==> src/rtl/ser_word_collector_if.sv <==
// Serial-to-word collector bus: serial input side, parallel word side
// and status flags grouped into one bundle.
interface ser_word_collector_if #(
  parameter int WIDTH = 16
);
  logic             sdata;
  logic             sen;
  logic             clr;
  logic             ack;
  logic [WIDTH-1:0] word;
  logic             valid;
  logic             overrun;
  logic             busy;

  modport master (
    output sdata, sen, clr, ack,
    input  word, valid, overrun, busy
  );

  modport slave (
    input  sdata, sen, clr, ack,
    output word, valid, overrun, busy
  );
endinterface

==> src/rtl/ser_word_collector.sv <==
// Shifts a strobed MSB-first bit stream into words and hands each finished
// word to a single-entry valid/ack holding buffer, flagging dropped words.
module ser_word_collector #(
  parameter int CNT_W = 4
) (
  input  logic               i_clk,
  input  logic               i_rstn,
  ser_word_collector_if.slave bus
);
  localparam int WIDTH = 2 ** CNT_W;
  localparam logic [CNT_W-1:0] CNT_ONE  = {{(CNT_W-1){1'b0}}, 1'b1};
  localparam logic [CNT_W-1:0] CNT_LAST = {CNT_W{1'b1}};

  typedef enum logic {
    IDLE  = 1'b0,
    SHIFT = 1'b1
  } state_t;

  state_t           r_state;
  logic [CNT_W-1:0] r_bitCount;
  logic [WIDTH-1:0] r_shiftReg;
  logic [WIDTH-1:0] r_word;
  logic             r_valid;
  logic             r_overrun;

  logic [WIDTH-1:0] w_nextShift;
  logic             w_complete;

  assign w_nextShift = {r_shiftReg[WIDTH-2:0], bus.sdata};
  assign w_complete  = bus.sen && (r_bitCount == CNT_LAST);

  // The holding buffer keeps running independently of the shifter, so an ack
  // and a completion on the same edge hand over the old word and load the new one.
  always_ff @(posedge i_clk or negedge i_rstn) begin
    if (!i_rstn) begin
      r_state    <= IDLE;
      r_bitCount <= '0;
      r_shiftReg <= '0;
      r_word     <= '0;
      r_valid    <= 1'b0;
      r_overrun  <= 1'b0;
    end else if (bus.clr) begin
      r_state    <= IDLE;
      r_bitCount <= '0;
      r_shiftReg <= '0;
      r_word     <= '0;
      r_valid    <= 1'b0;
      r_overrun  <= 1'b0;
    end else begin
      if (r_valid && bus.ack) begin
        r_valid <= 1'b0;
      end
      if (bus.sen) begin
        r_shiftReg <= w_nextShift;
        r_bitCount <= r_bitCount + CNT_ONE;
        case (r_state)
          IDLE:    r_state <= SHIFT;
          SHIFT:   if (w_complete) r_state <= IDLE;
          default: r_state <= IDLE;
        endcase
      end
      if (w_complete) begin
        if (!r_valid || bus.ack) begin
          r_word  <= w_nextShift;
          r_valid <= 1'b1;
        end else begin
          r_overrun <= 1'b1;
        end
      end
    end
  end

  assign bus.word    = r_word;
  assign bus.valid   = r_valid;
  assign bus.overrun = r_overrun;
  assign bus.busy    = (r_state == SHIFT);
endmodule

==> src/flat_wrapper.sv <==
// flat-port wrapper written by rule: the top's interface ports become plain ports
module ser_word_collector_flat 
#(
  parameter int CNT_W = 4
)
  (i_clk, i_rstn, bus_sdata, bus_sen, bus_clr, bus_ack, bus_word, bus_valid, bus_overrun, bus_busy);
  ser_word_collector_if #(.WIDTH(16)) bus_i ();
  input  logic i_clk;
  input  logic i_rstn;
  input wire logic [$bits(bus_i.sdata)-1:0] bus_sdata;
  input wire logic [$bits(bus_i.sen)-1:0] bus_sen;
  input wire logic [$bits(bus_i.clr)-1:0] bus_clr;
  input wire logic [$bits(bus_i.ack)-1:0] bus_ack;
  output wire logic [$bits(bus_i.word)-1:0] bus_word;
  output wire logic [$bits(bus_i.valid)-1:0] bus_valid;
  output wire logic [$bits(bus_i.overrun)-1:0] bus_overrun;
  output wire logic [$bits(bus_i.busy)-1:0] bus_busy;
  assign bus_i.sdata = bus_sdata;
  assign bus_i.sen = bus_sen;
  assign bus_i.clr = bus_clr;
  assign bus_i.ack = bus_ack;
  assign bus_word = bus_i.word;
  assign bus_valid = bus_i.valid;
  assign bus_overrun = bus_i.overrun;
  assign bus_busy = bus_i.busy;
  ser_word_collector #(.CNT_W(CNT_W)) u_core (.i_clk(i_clk), .i_rstn(i_rstn), .bus(bus_i));
endmodule
==> config.mk <==
export PLATFORM = sky130hd
export DESIGN_NAME = ser_word_collector_flat
export DESIGN_NICKNAME = d
export VERILOG_FILES = /design/src/rtl/ser_word_collector_if.sv /design/src/rtl/ser_word_collector.sv /design/src/flat_wrapper.sv
export SDC_FILE = /design/constraint.sdc
export NUM_CORES = 1
export LEC_CHECK = 0
export ABC_AREA = 1
export CORE_ASPECT_RATIO = 1.75
export CORE_MARGIN = 1
export CORE_UTILIZATION = 47
export DETAILED_ROUTE_END_ITERATION = 16
export GPL_TIMING_DRIVEN = 0
export PLACE_DENSITY = 0.8
export SLEW_MARGIN = 5
export SYNTH_ARGS = -nofsm -noshare
export SYNTH_HDL_FRONTEND = slang
export SYNTH_SLANG_ARGS = --single-unit
==> constraint.sdc <==
create_clock -name i_clk -period 1.25 [get_ports i_clk]
set_input_delay 0.25 -clock i_clk [delete_from_list [all_inputs] [get_ports i_clk]]
set_output_delay 0.25 -clock i_clk [all_outputs]
set_load 0.02 [all_outputs]
; ---- Word level (Yosys, flattened, before mapping)
; Cells that the tools add are included.
[totals]
ff_bits = 38
in_bits = 6
wordCells = 37
[op_classes]
addsub = 1
eq_ne = 2
mux = 18
bitwise_logic = 1
n_reduce_logical = 9
[op_table]
columns = op, n
row1 = 2-to-1 mux 16 bit, 3
row2 = 2-to-1 mux 15 bit, 2
row3 = 2-to-1 mux 1 bit, 10
row4 = 2-to-1 mux 4 bit, 2
row5 = nonzero test 2 bit, 3
row6 = "adder 4 x 1 -> 4 bit, second input constant", 1
row7 = "equality test 4 bit, second input constant", 1
row8 = AND reduction 2 bit, 2
row9 = logical AND 1 bit, 2
row10 = "inequality test 2 bit, second input constant", 1
row11 = one-hot mux 1 bit (2 select lines), 1
row12 = zero test 1 bit, 1
row13 = logical OR 1 bit, 1
row14 = inverter 1 bit, 1

; ---- Depth between registers and ports, before layout
[logic_depth]
ltp_word = 6
mapped_depth = 7
depth_no_buf = 6

; ---- Least setup slack after synthesis
; Ideal clock, no wire load.
[synth_path]
path_kind = reg2reg
startpoint = register u_core.r_bitCount[0]
endpoint = register u_core.r_word[8], in the netlist u_core.bus.word[8]
setup_ps = 118
arrival_time_ps = 1058
required_ps = 1132
setup_slack_ps = 74
stages_incl_launch_ff = 8
path_buffers = 2
cell_sequence = dfrtp_1 ha_1 nand2_1 nor2_2 buf_6 buf_8 nand4_1 nand2_1
[synth_via]
elab_chain_cells = 4
[synth_lines]
columns = item, line
row1 = start: declaration, ser_word_collector.sv:20  ; logic [CNT_W-1:0] r_bitCount;
row2 = start signal: assignment, ser_word_collector.sv:55  ; r_bitCount <= r_bitCount + CNT_ONE;
row3 = equality test 4 bit, ser_word_collector.sv:30  ; assign w_complete = bus.sen && (r_bitCount == CNT_LAST);
row4 = logical AND 1 bit, ser_word_collector.sv:30
row5 = nonzero test 2 bit (no source line), -
row6 = AND reduction 2 bit (no source line), -
row7 = end signal: assignment, ser_word_collector.sv:64  ; r_word <= w_nextShift;
row8 = end: declaration, ser_word_collector.sv:22  ; logic [WIDTH-1:0] r_word;
; Every way passes these cells.
; A chain may end at the register's enable or synchronous reset.

; ---- Worst setup path after layout
[layout_path]
startpoint = register u_core.r_bitCount[1]
endpoint = register u_core.r_word[12], in the netlist u_core.bus.word[12]
; The elaborated chain is that of the path after synthesis.

==> out/metrics.yaml <==
yosys:
  synthTopCellsByCount: "nand2_1 (51), dfrtp_1 (38), nand3_1 (33), nand4_1 (16), buf_2 (6)"
  postSynthAreaPerCell_sq_um: 9.26
  synth_seq_cells: 38
  mappedNetlistArea_sq_um: 1610
  yosysWarnings: 0
  synthFlopType: "dfrtp_1"
  synthTopCellsByArea: "dfrtp_1 (59%), nand2_1 (12%), nand3_1 (10%)"
  synth_most_common_cell: "nand2_1"
  synth_nets: 181
  yosysTopAreaCell: "dfrtp_1"
  syn_inst: 174
  synth_edf_count: 0
  synth-async-reset-ratio_pct: 100
  synthDominantCellAreaShare_pct: 59.0
  ys_seq_area_share_pct: 59.0
  ys_types: 18
clocking:
  cts_sinks: 38
  cts_made_buffers: 5
  cts_root_buf: "clkbuf_8"
  clkLatencyLatePin_ns: 0.29
  cts-htree-levels: 2
  clockBufferDepth: 2
  hold_buffers: 0
  cts_tree: "done"
  clk_pin_slew_worst_paths_ns: 0.08
drt:
  vias: 1287
  viasPerCell: 5.15
  wl_per_cell_um: 13.0
  wl_um: 3260
  ant_nets: 0
  drc: 0
  drt_iter0_drc: 27
  drt_first_pass_iters: 4
final_layout:
  drive_gt1_share_pct: 17.4
  final-seq-area_sq_um: 951
  fin_area_sq_um: 2040
  fin_nets: 213
  diodes: 0
  area_delta_synth_final_pct: 26.4
  fillers: 265
  multi_input_area_sq_um: 568
  stdcell_count: 250
place:
  dpl.cell_count: 241
  gp_congestion: 0.793
  place_hpwl_um: 2350
  placed_cell_area_sq_um: 1900
  numPortBuffers: 24
floorplanning:
  die_x_um: 46.3
  ios: 25
  dieArea_sq_um: 3680
  die_height_um: 79.5
  core_sq_um: 3210
  rows: 27
  start_util_pct: 50.2
grt:
  grt_pass1_wl_um: 5450
  grt_pass1_vias: 1247
  grt_usage_pct: 20.5
  overflow: 0
  grt_max_degree: 39
  grt_antenna_before_repair: 0
sta:
  rsz0062_at_grt: "true"
  skew_ns: 0.00952
  post-route-period-util_pct: 102
  maxSlewViolCount: 0
  slew_headroom_pct: 45.7
  finalSetupTns_ns: -0.180
  fin_crit_ns: 1.27
  hold_viol_final: 0
  layout_setup_ws_ns: -0.0212
  fmax_mhz: 787
  worstMarginPinSlew_ns: 0.814
  final-setup-viol-count: 13
run_status:
  status: "complete, but fails checks"
  violations: "setup timing"
power:
  p_sw_uw: 568
  swShare_pct: 20.7
  p_leak_uw: 0.00109
  p_int_uw: 2170
  p_seq_share_pct: 47.0
  combPwrFrac_pct: 6.7
  fin_total_pwr_uw: 2740
  p_clk_share_pct: 46.4
  ir_drop_uv: 1190
  power_density_nw_per_um2: 1350
worst_setup_path:
  rrSetupSlack_ns: -0.02
  required_ns: 1.44
  cp.arrival_ns: 1.46
  cp-start-kind: "flop"
  worstSetupEndpointType: "flop"
  cp_max_fo: 10
  path_class: "flop to flop"
min_path:
  hold_path.class: "primary input to async pin"
flow_run:
  cap_violations: 0
-- cells in the final DEF, fill, tap and decap left out, types with 2 or more instances in the layout --
master,n
a21oi_1,4
buf_2,6
buf_4,2
buf_6,2
bufinv_16,2
clkbuf_2,9
clkbuf_8,6
clkdlybuf4s15_1,12
clkdlybuf4s50_1,3
dfrtp_1,38
inv_1,5
nand2_1,50
nand2_2,3
nand3_1,33
nand4_1,16
nor2_1,3
nor2_2,2
o21ai_0,4
-- sequential cells by signal, summed over array words and instances (netlist names) --
register	cells
u_core.bus.overrun	1
u_core.r_bitCount	4
u_core.bus.valid	1
u_core.bus.busy	1
u_core.r_shiftReg	15
u_core.bus.word	16
-- final timing paths --
| kind | startpoint | end | cells past startpoint |
|---|---|---|---|
| worst max-delay path | u_core.r_bitCount[1] | u_core.bus.word[12] | 7 |
| worst max register to register | u_core.r_bitCount[1] | u_core.bus.word[12] | 7 |
| max in group asynchronous | i_rstn | u_core.r_shiftReg[4] | 1 |
| worst min-delay path | i_rstn | u_core.bus.word[0] | 1 |
| worst min register to register | u_core.bus.busy | u_core.bus.busy | 1 |
| min in group i_clk | bus_clr | u_core.bus.overrun | 2 |
-- routing by layer --
| layer | GRT usage, % | wire [um] | up-vias |
|---|---|---|---|
| met5 | 0 | 0 | - |
| met1 | 22.6 | 1330 | 604 |
| met3 | 4.98 | 96 | 8 |
| met2 | 34.9 | 1750 | 27 |
| li1 | - | - | 648 |
| met4 | 9.71 | 80 | 0 |
-- critical path: stages, from the launching register on --
cell and delay (ns):
dfrtp_1 0.39, ha_1 0.18, nand2_2 0.08, nor2_4 0.12
nand2_2 0.12, buf_6 0.16, nand3_1 0.07, nand2_1 0.05
-- final cells by class --
type,count,area share [%]
Multi-Input combinational cell,118,27.9
Inverter,6,1.17
Clock buffer,6,4.05
Tap cell,43,2.64
Timing Repair Buffer,25,10.3
Clock inverter,2,2.95
Buffer,12,4.30
Sequential cell,38,46.7
-- per-stage QoR --
| stage | worst slack (ns) | hold WS [ns] | utilization, % |
|---|---|---|---|
| after floorplan | 0.0737 | -0.0456 | - |
| after global placement | -0.846 | 0.460 | 59.4 |
| after detailed placement | -0.376 | 0.391 | 59.2 |
| after CTS | -0.0151 | 0.0768 | 63.7 |
| after global routing | -0.101 | 0.106 | 63.5 |
| final | -0.0212 | 0.0504 | 63.5 |
-- kinds of logic (layout without fill, tap and decap cells) --
kind of cell    after synthesis  in the layout  synth area share, %
compound gates                8              8                 2.48
flops                        38             38                 59.0
xor+xnor                      1              1                0.544
simple gates                108            108                 30.7
fa+ha+maj                     1              1                0.776
buf+inv                      18             51                 6.52
-- timing repair --
action / 4_1_cts / 5_1_grt
cloned: 0 / 0
setup buffers: 0 / 1
endpoints found under the setup margin: 47 / 45
gates resized for setup: 35 / 19
-- power by group through the flow --
stage          logic (uW)  clock network, uW  registers, uW
5_1_grt               207               1360           1290
6_report              182               1270           1290
3_5_place_dp          177                  0           1310
2_1_floorplan        98.6                  0           1310
3_3_place_gp          171                  0           1310
4_1_cts               182               1290           1280
(Power assumes the default switching activity.)
